### src/rtl/pattern_serializer.sv
// pattern_serializer: valid/ready word-to-bit serializer that feeds a single-bit detector input,
// with selectable bit order, a fixed idle level and an optional idle gap after each word.
module pattern_serializer #(
    parameter int   WIDTH     = 8,
    parameter int   LSB_FIRST = 0,
    parameter int   GAP       = 0,
    parameter logic IDLE_BIT  = 1'b0
) (
    input  logic             clk,
    input  logic             reset,
    input  logic [WIDTH-1:0] in_data,
    input  logic             in_valid,
    output logic             in_ready,
    output logic             dout,
    output logic             dout_valid,
    output logic             word_done,
    output logic             busy
);
    localparam int CW = $clog2(WIDTH);
    typedef enum logic [1:0] {IDLE, SHIFT, GAPS} state_t;
    state_t         state_q;
    logic [WIDTH-1:0] sr_q;
    logic [CW-1:0]  cnt_q;
    logic [3:0]     gap_q;
    logic           live_q;
    logic           last;
    logic           accept;
    assign last     = state_q == SHIFT && cnt_q == CW'(WIDTH - 1);
    // live_q holds in_ready low until the first edge after reset release
    assign in_ready = live_q && (state_q == IDLE || (last && GAP == 0));
    assign accept   = in_valid && in_ready;
    // dout carries the bit already taken off the shift register, so the first bit leaves on the accept edge
    always_ff @(posedge clk or negedge reset) begin
        if (!reset) begin
            state_q    <= IDLE;
            sr_q       <= '0;
            cnt_q      <= '0;
            gap_q      <= '0;
            live_q     <= 1'b0;
            dout       <= IDLE_BIT;
            dout_valid <= 1'b0;
            word_done  <= 1'b0;
            busy       <= 1'b0;
        end else begin
            live_q    <= 1'b1;
            word_done <= 1'b0;
            if (accept) begin
                state_q    <= SHIFT;
                sr_q       <= LSB_FIRST != 0 ? in_data >> 1 : in_data << 1;
                cnt_q      <= '0;
                dout       <= LSB_FIRST != 0 ? in_data[0] : in_data[WIDTH-1];
                dout_valid <= 1'b1;
                busy       <= 1'b1;
            end else if (state_q == SHIFT && !last) begin
                sr_q      <= LSB_FIRST != 0 ? sr_q >> 1 : sr_q << 1;
                cnt_q     <= cnt_q + 1'b1;
                dout      <= LSB_FIRST != 0 ? sr_q[0] : sr_q[WIDTH-1];
                word_done <= cnt_q == CW'(WIDTH - 2);
            end else if (last && GAP > 0) begin
                state_q    <= GAPS;
                gap_q      <= 4'(GAP);
                dout       <= IDLE_BIT;
                dout_valid <= 1'b0;
                busy       <= 1'b1;
            end else if (state_q == GAPS && gap_q > 4'd1) begin
                gap_q <= gap_q - 4'd1;
            end else begin
                state_q    <= IDLE;
                dout       <= IDLE_BIT;
                dout_valid <= 1'b0;
                busy       <= 1'b0;
            end
        end
    end
endmodule

### config.mk
export PLATFORM = sky130hd
export DESIGN_NAME = pattern_serializer
export DESIGN_NICKNAME = d
export VERILOG_FILES = /design/src/rtl/pattern_serializer.sv
export SDC_FILE = /design/constraint.sdc
export NUM_CORES = 1
export LEC_CHECK = 0
export ABC_AREA = 1
export CAP_MARGIN = 30
export CORE_ASPECT_RATIO = 0.8
export CORE_UTILIZATION = 35
export CTS_BUF_LIST = sky130_fd_sc_hd__clkbuf_4 sky130_fd_sc_hd__clkbuf_8
export DETAILED_ROUTE_END_ITERATION = 7
export PLACE_DENSITY = 0.64
export SETUP_SLACK_MARGIN = 0.05
export SKIP_CTS_REPAIR_TIMING = 1
export SKIP_LAST_GASP = 1
export SLEW_MARGIN = 15
export SYNTH_ARGS = -nofsm -noshare
export SYNTH_HDL_FRONTEND = slang
export SYNTH_SLANG_ARGS = --single-unit
### constraint.sdc
create_clock -name clk -period 1.8 [get_ports clk]
set_clock_uncertainty 0.15 [all_clocks]
set_input_delay 0.36 -clock clk [delete_from_list [all_inputs] [get_ports clk]]
set_output_delay 0.36 -clock clk [all_outputs]
set_load 0.01 [all_outputs]
* After elaboration in Yosys (flattened, before gate mapping)
Cells that the tools add are included.
Word-level totals: register bits 21, word-level logic and storage cells 45, bits of input ports 11, output and inout bits 5
Operators by class: reduce and logical (&&, ||, !) cells 11, bitwise gates (word level) 2, equal/unequal tests 7, muxes and demuxes 14, add/sub/neg operators 2, order comparisons 1
Operators by type and width (count):
- $mux W8 | 2
- $mux W1 | 7
- $eq A3 B3 Y1 const B | 2
- $mux W2 | 3
- $mux W3 | 2
- $logic_and A1 B1 Y1 | 5
- $gt A4 B1 Y1 const B | 1
- $ne A2 B2 Y1 const B | 2
- $sub A4 B1 Y4 const B | 1
- $add A3 B1 Y3 const B | 1
- $ne A3 B3 Y1 const B | 1
- $reduce_and A3 Y1 | 1
- $eq A2 B1 Y1 const B | 1
- $eq A2 B2 Y1 const B | 1
- $logic_not A2 Y1 | 1
- $not A1 Y1 | 2
- $reduce_and A2 Y1 | 1
- $reduce_bool A2 Y1 | 1
- $logic_not A1 Y1 | 1
- $logic_or A1 B1 Y1 | 1

* Longest topological paths before layout
Gate-level depths: netlist (run 1).
depth after elaboration 7, mapped depth 9, depth with buffers taken out 8

* Least setup slack after synthesis (run 1)
OpenSTA, ideal clock, no wires.
path type reg-to-reg, from reg cnt_q[1], to reg sr_q[2], stages on the path, launching flop included 10, path buffers 2, setup slack 0.220 ns, data arrival time 1.306 ns, clock period less this slack 1.580 ns, cell sequence dfrtp_1 -> ha_1 -> ha_1 -> inv_1 -> nand2_2 -> buf_4 -> o21a_1 -> buf_6 -> nand2_1 -> nand3_1
On the way: cells in the longest elaborated chain, start to end 6, elaborated cells on any way between the ends 9, those cells by class eq/ne (1); mux (1); reduce/logical (7)
RTL lines:
- from (decl) | RTL line 23 | logic [CW-1:0] cnt_q;
- from (signal assigned) | RTL line 56 | cnt_q <= cnt_q + 1'b1;
- $eq A3 B3 Y1 * | RTL line 28 | assign last = state_q == SHIFT && cnt_q == CW'(WIDTH - 1);
- $logic_and A1 B1 Y1 * | RTL line 28
- $logic_or A1 B1 Y1 | RTL line 30 | assign in_ready = live_q && (state_q == IDLE || (last && GAP == 0));
- $logic_and A1 B1 Y1 | RTL line 30
- $logic_and A1 B1 Y1 | RTL line 31 | assign accept = in_valid && in_ready;
- $mux W8 / $reduce_bool A2 Y1 (equally long branches)
- to (signal assigned) | RTL line 49 | sr_q <= LSB_FIRST != 0 ? in_data >> 1 : in_data << 1;
- to (signal assigned) | RTL line 55 | sr_q <= LSB_FIRST != 0 ? sr_q >> 1 : sr_q << 1;
- to (decl) | RTL line 22 | logic [WIDTH-1:0] sr_q;
Mark *: on every way between the ends. The rest lies on a longest branch, timed or not. A chain may end at the register's enable or synchronous reset.

* Worst setup path in the final report (run 1)
from reg cnt_q[1], to out in_ready
On the way: cells in the longest elaborated chain, start to end 4
RTL lines:
- $eq A3 B3 Y1 | RTL line 28
- $logic_and A1 B1 Y1 | RTL line 28
- $logic_or A1 B1 Y1 | RTL line 30
- $logic_and A1 B1 Y1 | RTL line 30
- to (decl) | RTL line 13 | output logic in_ready,
Every way passes these cells.

==> results of run 1 <==
## per-stage QoR
stage	setup TNS [ns]	total power [mW]	utilization, %
floorplan	0	0.867	-
global placement	-0.122	1.08	50.5
detailed placement	-0.141	1.09	50.5
CTS	-0.468	1.32	52.6
global route	-0.136	1.48	54.5
finish	-0.0504	1.37	54.5
## routing by layer
metal  vias up  part of all wire [%]  global-route usage, %  wire, um
li1        275                     -                      -         -
met1       252                    45                   18.1       598
met2        18                    47                   22.6       630
met3         0                   8.1                   6.82       109
met4         0                     0                   2.14         0
met5         -                     0                      0         0
## synthesized netlist by cell type
master / count
o21ai_1: 1
o21ai_0: 2
nand4_1: 6
inv_1: 3
nand2_1: 22
buf_2: 1
nand3_1: 8
inv_2: 2
buf_4: 2
ha_1: 3
buf_6: 1
o21a_1: 1
nor2_1: 2
conb_1: 1
nand2_2: 1
dfrtp_1: 14
## worst paths after layout
check | endpoint | slack, ns
setup / recovery | in_ready | -0.05
hold / removal | cnt_q[0] | 0.22
setup reg to reg | sr_q[4] | 0.13
hold reg to reg | dout | 0.34
max in group asynchronous | busy | 1.12
min in group clk | dout | 0.34
## state kept, by name, summed over array words and instances (netlist names)
name / cells
busy: 1
word_done: 1
cnt_q: 3
dout: 1
sr_q: 7
live_q: 1
## power by group through the flow
stage                     Combinational, mW  Clock [mW]  Sequential [mW]
after floorplan                       0.358           0            0.509
after global placement                0.581           0            0.503
after detailed placement              0.588           0            0.505
after CTS                             0.592       0.228            0.498
after global routing                  0.717       0.247            0.513
final                                 0.643       0.231            0.497
## layout make-up
cell class,instances,share of cell area (%)
tap,22,3.04
inverter,5,2.07
clock buffer,4,4.01
multi-input combinational,48,28.9
timing repair buffer,23,23.2
sequential,14,38.7
## cell usage in the layout, fill, tap and decap left out
| cell type | netlist | final |
|---|---|---|
| clkbuf_8 | 0 | 1 |
| nor2_2 | 0 | 1 |
| nand3_1 | 8 | 8 |
| ha_1 | 3 | 1 |
| conb_1 | 1 | 1 |
| nand4_1 | 6 | 6 |
| buf_4 | 2 | 8 |
| o21ai_0 | 2 | 2 |
| nand2_2 | 1 | 1 |
| nand2_1 | 22 | 22 |
| dlymetal6s2s_1 | 0 | 2 |
| inv_2 | 2 | 3 |
| ha_2 | 0 | 2 |
| clkbuf_4 | 0 | 3 |
| o21a_4 | 0 | 1 |
| dfrtp_1 | 14 | 14 |
| o21ai_1 | 1 | 1 |
| o21a_2 | 0 | 1 |
| inv_1 | 3 | 2 |
| nor2_1 | 2 | 1 |
| clkdlybuf4s50_1 | 0 | 12 |
| buf_2 | 1 | 1 |
## kinds of logic (layout without fill, tap and decap cells)
logic type	after synthesis	in the layout	synth area share (%)
simple gates	39	39	27.3
flops	14	14	54.9
buf+inv	9	32	7.84
compound gates	4	5	3.53
fa+ha+maj	3	3	5.88
other cells	1	1	0.588
==> metrics.csv, run 1 <==
stage;metric;value;unit
timing;max frequency;540;MHz
floorplan;IO Pins;16;
synthesis;Netlist cell types;16;
final_layout;multi-input logic area;262;sq um
timing;final hold violations;0;
detailed_routing;Routed Antenna Nets;0;
placed_design;Placed Instances;110;
pwr;static leakage;0.444;nW
final_layout;n_diodes;0;
clock_network;TritonCTS buffer count;3;
placed_design;DP Worst Slack;-0.141;ns
detailed_routing;vias per cell;4.70;
pwr;Sw Ratio;36.6;%
detailed_routing;via count;545;
detailed_routing;# DRC;0;
synthesis;register area share after synthesis;54.9;%
critical_path;worst r2r src;cnt_q[1];
pwr;NetSw;0.502;mW
pwr;PD cells;1520;nW/um^2
synthesis;Mapped Nets;84;
pwr;internal power;0.869;mW
critical_path;Reg2Reg Depth;9;
status;failing checks;negative setup slack;
synthesis;Yosys top cell by area;dfrtp_1;
final_layout;P&R area growth vs syn;41.8;%
clock_network;CTS tree;done;
global_routing;total gr overflow;0;
timing;Hold WS;0.219;ns
global_routing;GRT Overall Usage;14.2;%
placed_design;port bufs;15;
final_layout;fin cells;116;
timing;Final Setup Violations;1;
placed_design;routability cong.;0.783;
timing;unrepaired setup endpoints after global routing;true;
clock_network;worst skew pair latency;0.29;ns
critical_path;Setup crit start;cnt_q[1];
critical_path;critical path endpoint category;output port;
placed_design;area after detailed placement;837;sq um
floorplan;Die Area;2000;sq um
status;status;finished, violations left;
critical_path;type of the worst setup path;register to output port;
synthesis;Cells after Synth;70;
timing;Slew Viols, Final;0;
critical_path;Critical Path Source Type;register;
synthesis;Syn. warnings;0;
pwr;Seq pwr share;36.2;%
clock_network;CTS sink cnt;14;
synthesis;synthesized area;638;sq um
clock_network;Worst-path clk slew;0.09;ns
floorplan;Initial Util;38.5;%
critical_path;CP delay by family, top;flip-flops;
timing;Tcrit/Tclk final;103;%
worst_hold_path;HP Class;input pin to async pin;
global_routing;initial antenna violation count;0;
floorplan;width of the chip;49.7;um
timing;Final WS setup;-0.0504;ns
detailed_routing;wire length per cell;11.5;um
synthesis;Mean Syn Cell Area;9.12;sq um
critical_path;CP cell instances;ha_2, ha_2, inv_2, nand2_2, inv_2, nor2_2, buf_2;
floorplan;die height;40.2;um
critical_path;crit-path max cell delay;0.39;ns
pwr;clock share of power;16.9;%
critical_path;Worst path depth;7;
critical_path;crit path max-delay cell type;dfrtp_1;
clock_network;Max clock buf depth;2;
detailed_routing;Routed WL;1340;um
pwr;VDD IR max;0.000682;V
synthesis;ranking of synthesized cells by area;dfrtp_1 (55%), nand2_1 (13%), nand3_1 (6.3%), ha_1 (5.9%), nand4_1 (5.9%);
critical_path;Critical Path RT;1.29;ns
timing;shortest period the worst path allows;1.85;ns
final_layout;# fillers;163;
critical_path;CP Buf/Inv Count;3;
critical_path;CP Data Arrival Time;1.34;ns
floorplan;core area;1660;sq um
final_layout;Final nets;109;
placed_design;Final HPWL DP;923;um
pwr;Comb power frac;46.9;%
global_routing;largest net degree at the start of global routing;15;
clock_network;H-tree depth;1;
final_layout;fin area;905;sq um
final_layout;register area;350;sq um
global_routing;number of global-route vias before repair;428;
detailed_routing;initial drt markers;5;
synthesis;Seq cells post-synth;14;
critical_path;Critical Path Fanout Max;2;
clock_network;Root Driver;clkbuf_4;
flow_run;maxcap violations;0;
synthesis;Yosys top cell area share;54.9;%
final_layout;layout cells sized above 1;23.4;%
floorplan;Site Rows;13;
detailed_routing;DRT Pass-1 Iters;4;
global_routing;first-pass GRT wire length;1950;um
(Power assumes the default switching activity.)
==> run 2: changes to the inputs <==
--- a/config.mk
+++ b/config.mk
@@ -12,6 +12,7 @@
 export CTS_BUF_LIST = sky130_fd_sc_hd__clkbuf_4 sky130_fd_sc_hd__clkbuf_8
 export DETAILED_ROUTE_END_ITERATION = 7
 export PLACE_DENSITY = 0.64
+export REMOVE_ABC_BUFFERS = 1
 export SETUP_SLACK_MARGIN = 0.05
 export SKIP_CTS_REPAIR_TIMING = 1
 export SKIP_LAST_GASP = 1
==> metrics.csv, run 2 (synthesis gave the netlist of run 1 again) <==
stage;metric;value;unit
placed_design;port bufs;15;
pwr;total power;1.34;mW
placed_design;Final HPWL DP;931;um
clock_network;H-tree depth;1;
timing;Final Setup Violations;1;
final_layout;commonest non-fill, non-tap cell in the layout;nand2_1;
clock_network;worst skew pair latency;0.28;ns
floorplan;Die Area;2000;sq um
flow_run;maxcap violations;0;
final_layout;post-layout util;54.8;%
clock_network;Root Driver;clkbuf_4;
worst_hold_path;HP Class;input pin to async pin;
detailed_routing;vias per cell;4.67;
status;status;finished, violations left;
critical_path;Critical Path Source Type;register;
detailed_routing;initial drt markers;11;
clock_network;CTS sink cnt;14;
global_routing;GRT Overall Usage;14.8;%
timing;Hold WS;0.228;ns
final_layout;multi-input logic area;251;sq um
final_layout;Final nets;109;
critical_path;CP Buf/Inv Count;3;
critical_path;CP delay by family, top;flip-flops;
final_layout;Regs by FF count;sr_q (7), cnt_q (3);
pwr;VDD IR max;0.000874;V
global_routing;largest net degree at the start of global routing;15;
detailed_routing;DRT Pass-1 Iters;4;
critical_path;Reg2Reg Depth;8;
floorplan;Site Rows;13;
detailed_routing;via count;542;
critical_path;crit path max-delay cell type;dfrtp_1;
floorplan;die height;40.2;um
critical_path;Critical Path RT;1.29;ns
global_routing;total gr overflow;0;
timing;max frequency;548;MHz
placed_design;DP Worst Slack;-0.139;ns
detailed_routing;Routed Antenna Nets;0;
final_layout;register area;350;sq um
placed_design;routability cong.;0.776;
detailed_routing;wire length per cell;10.5;um
critical_path;critical path endpoint category;output port;
floorplan;width of the chip;49.7;um
global_routing;initial antenna violation count;0;
pwr;PD cells;1480;nW/um^2
timing;shortest period the worst path allows;1.82;ns
status;failing checks;negative setup slack;
critical_path;CP cell instances;ha_2, ha_2, inv_2, nand2_2, inv_2, nor2_4, buf_6;
floorplan;IO Pins;16;
critical_path;Critical Path Fanout Max;2;
clock_network;TritonCTS buffer count;3;
timing;Final WS setup;-0.0243;ns
final_layout;commonest cells after routing, fill and taps aside;nand2_1 (22), dfrtp_1 (14), clkdlybuf4s50_1 (12), buf_4 (9), nand3_1 (8);
detailed_routing;Routed WL;1220;um
final_layout;Biggest register;sr_q;
floorplan;core area;1660;sq um
floorplan;Initial Util;38.5;%
final_layout;P&R area growth vs syn;42.4;%
timing;final hold violations;0;
final_layout;Largest register FFs;7;
final_layout;layout cells sized above 1;23.4;%
global_routing;number of global-route vias before repair;451;
critical_path;crit-path max cell delay;0.39;ns
global_routing;first-pass GRT wire length;2030;um
timing;unrepaired setup endpoints after global routing;true;
clock_network;Max clock buf depth;2;
clock_network;Worst-path clk slew;0.08;ns
detailed_routing;# DRC;0;
timing;Slew Viols, Final;0;
clock_network;CTS tree;done;
timing;setup TNS;-0.0243;ns
critical_path;type of the worst setup path;register to output port;
final_layout;n_diodes;0;
pwr;static leakage;0.446;nW
timing;Tcrit/Tclk final;101;%
critical_path;Worst path depth;7;
final_layout;# fillers;158;
critical_path;CP Data Arrival Time;1.31;ns
-- run 2: cell types whose count changed in the layout (fill, tap and decap cells not counted), sizes merged --
cell | previous run | this run
buf | 9 | 10
o21a | 2 | 1
-- run 2: stage by stage --
stage	std cells	cell area, sq um
6_report	116	908
5_1_grt	116	908
4_1_cts	115	881
3_5_place_dp	111	845
3_3_place_gp	111	845
2_1_floorplan	66	607
-- run 2: final timing paths --
| path | start | endpoint | slack [ns] |
|---|---|---|---|
| max | cnt_q[1] | in_ready | -0.02 |
| min reg2reg | sr_q[2] | sr_q[2] | 0.34 |
| min in group clk | sr_q[2] | sr_q[2] | 0.34 |
| min | reset | cnt_q[1] | 0.23 |
| max in group asynchronous | reset | busy | 1.11 |
| max reg2reg | cnt_q[1] | sr_q[3] | 0.22 |
-- run 2: layout make-up --
cell class                 count  share of cell area [%]
clock buffer                   4                    3.99
timing repair buffer          24                    24.7
multi-input combinational     47                    27.7
tap                           22                    3.03
inverter                       5                    2.07
sequential                    14                    38.6
-- run 2: power breakdown --
group / internal, mW / switching [mW] / total, mW / leakage [nW]
Clock: 0.123 / 0.0989 / 0.222 / 0.0210
Combinational: 0.308 / 0.318 / 0.626 / 0.246
Sequential: 0.434 / 0.0606 / 0.495 / 0.179
-- run 2: routing by layer --
metal / up-vias / global-route usage [%] / routed length (um)
li1: 280 / - / -
met1: 245 / 19.1 / 603
met2: 15 / 22.0 / 540
met3: 2 / 7.20 / 67
met4: 0 / 4.29 / 7
met5: - / 0 / 0
-- run 2: worst register-to-register path, delay by kind of cell (launching register included) --
family                     cells  cell delay (ns)
DFF                            1             0.39
adders and majority gates      2             0.34
buffers and inverters          2             0.21
and+or+nand+nor                3             0.19
AOI/OAI and AO/OA              1             0.19
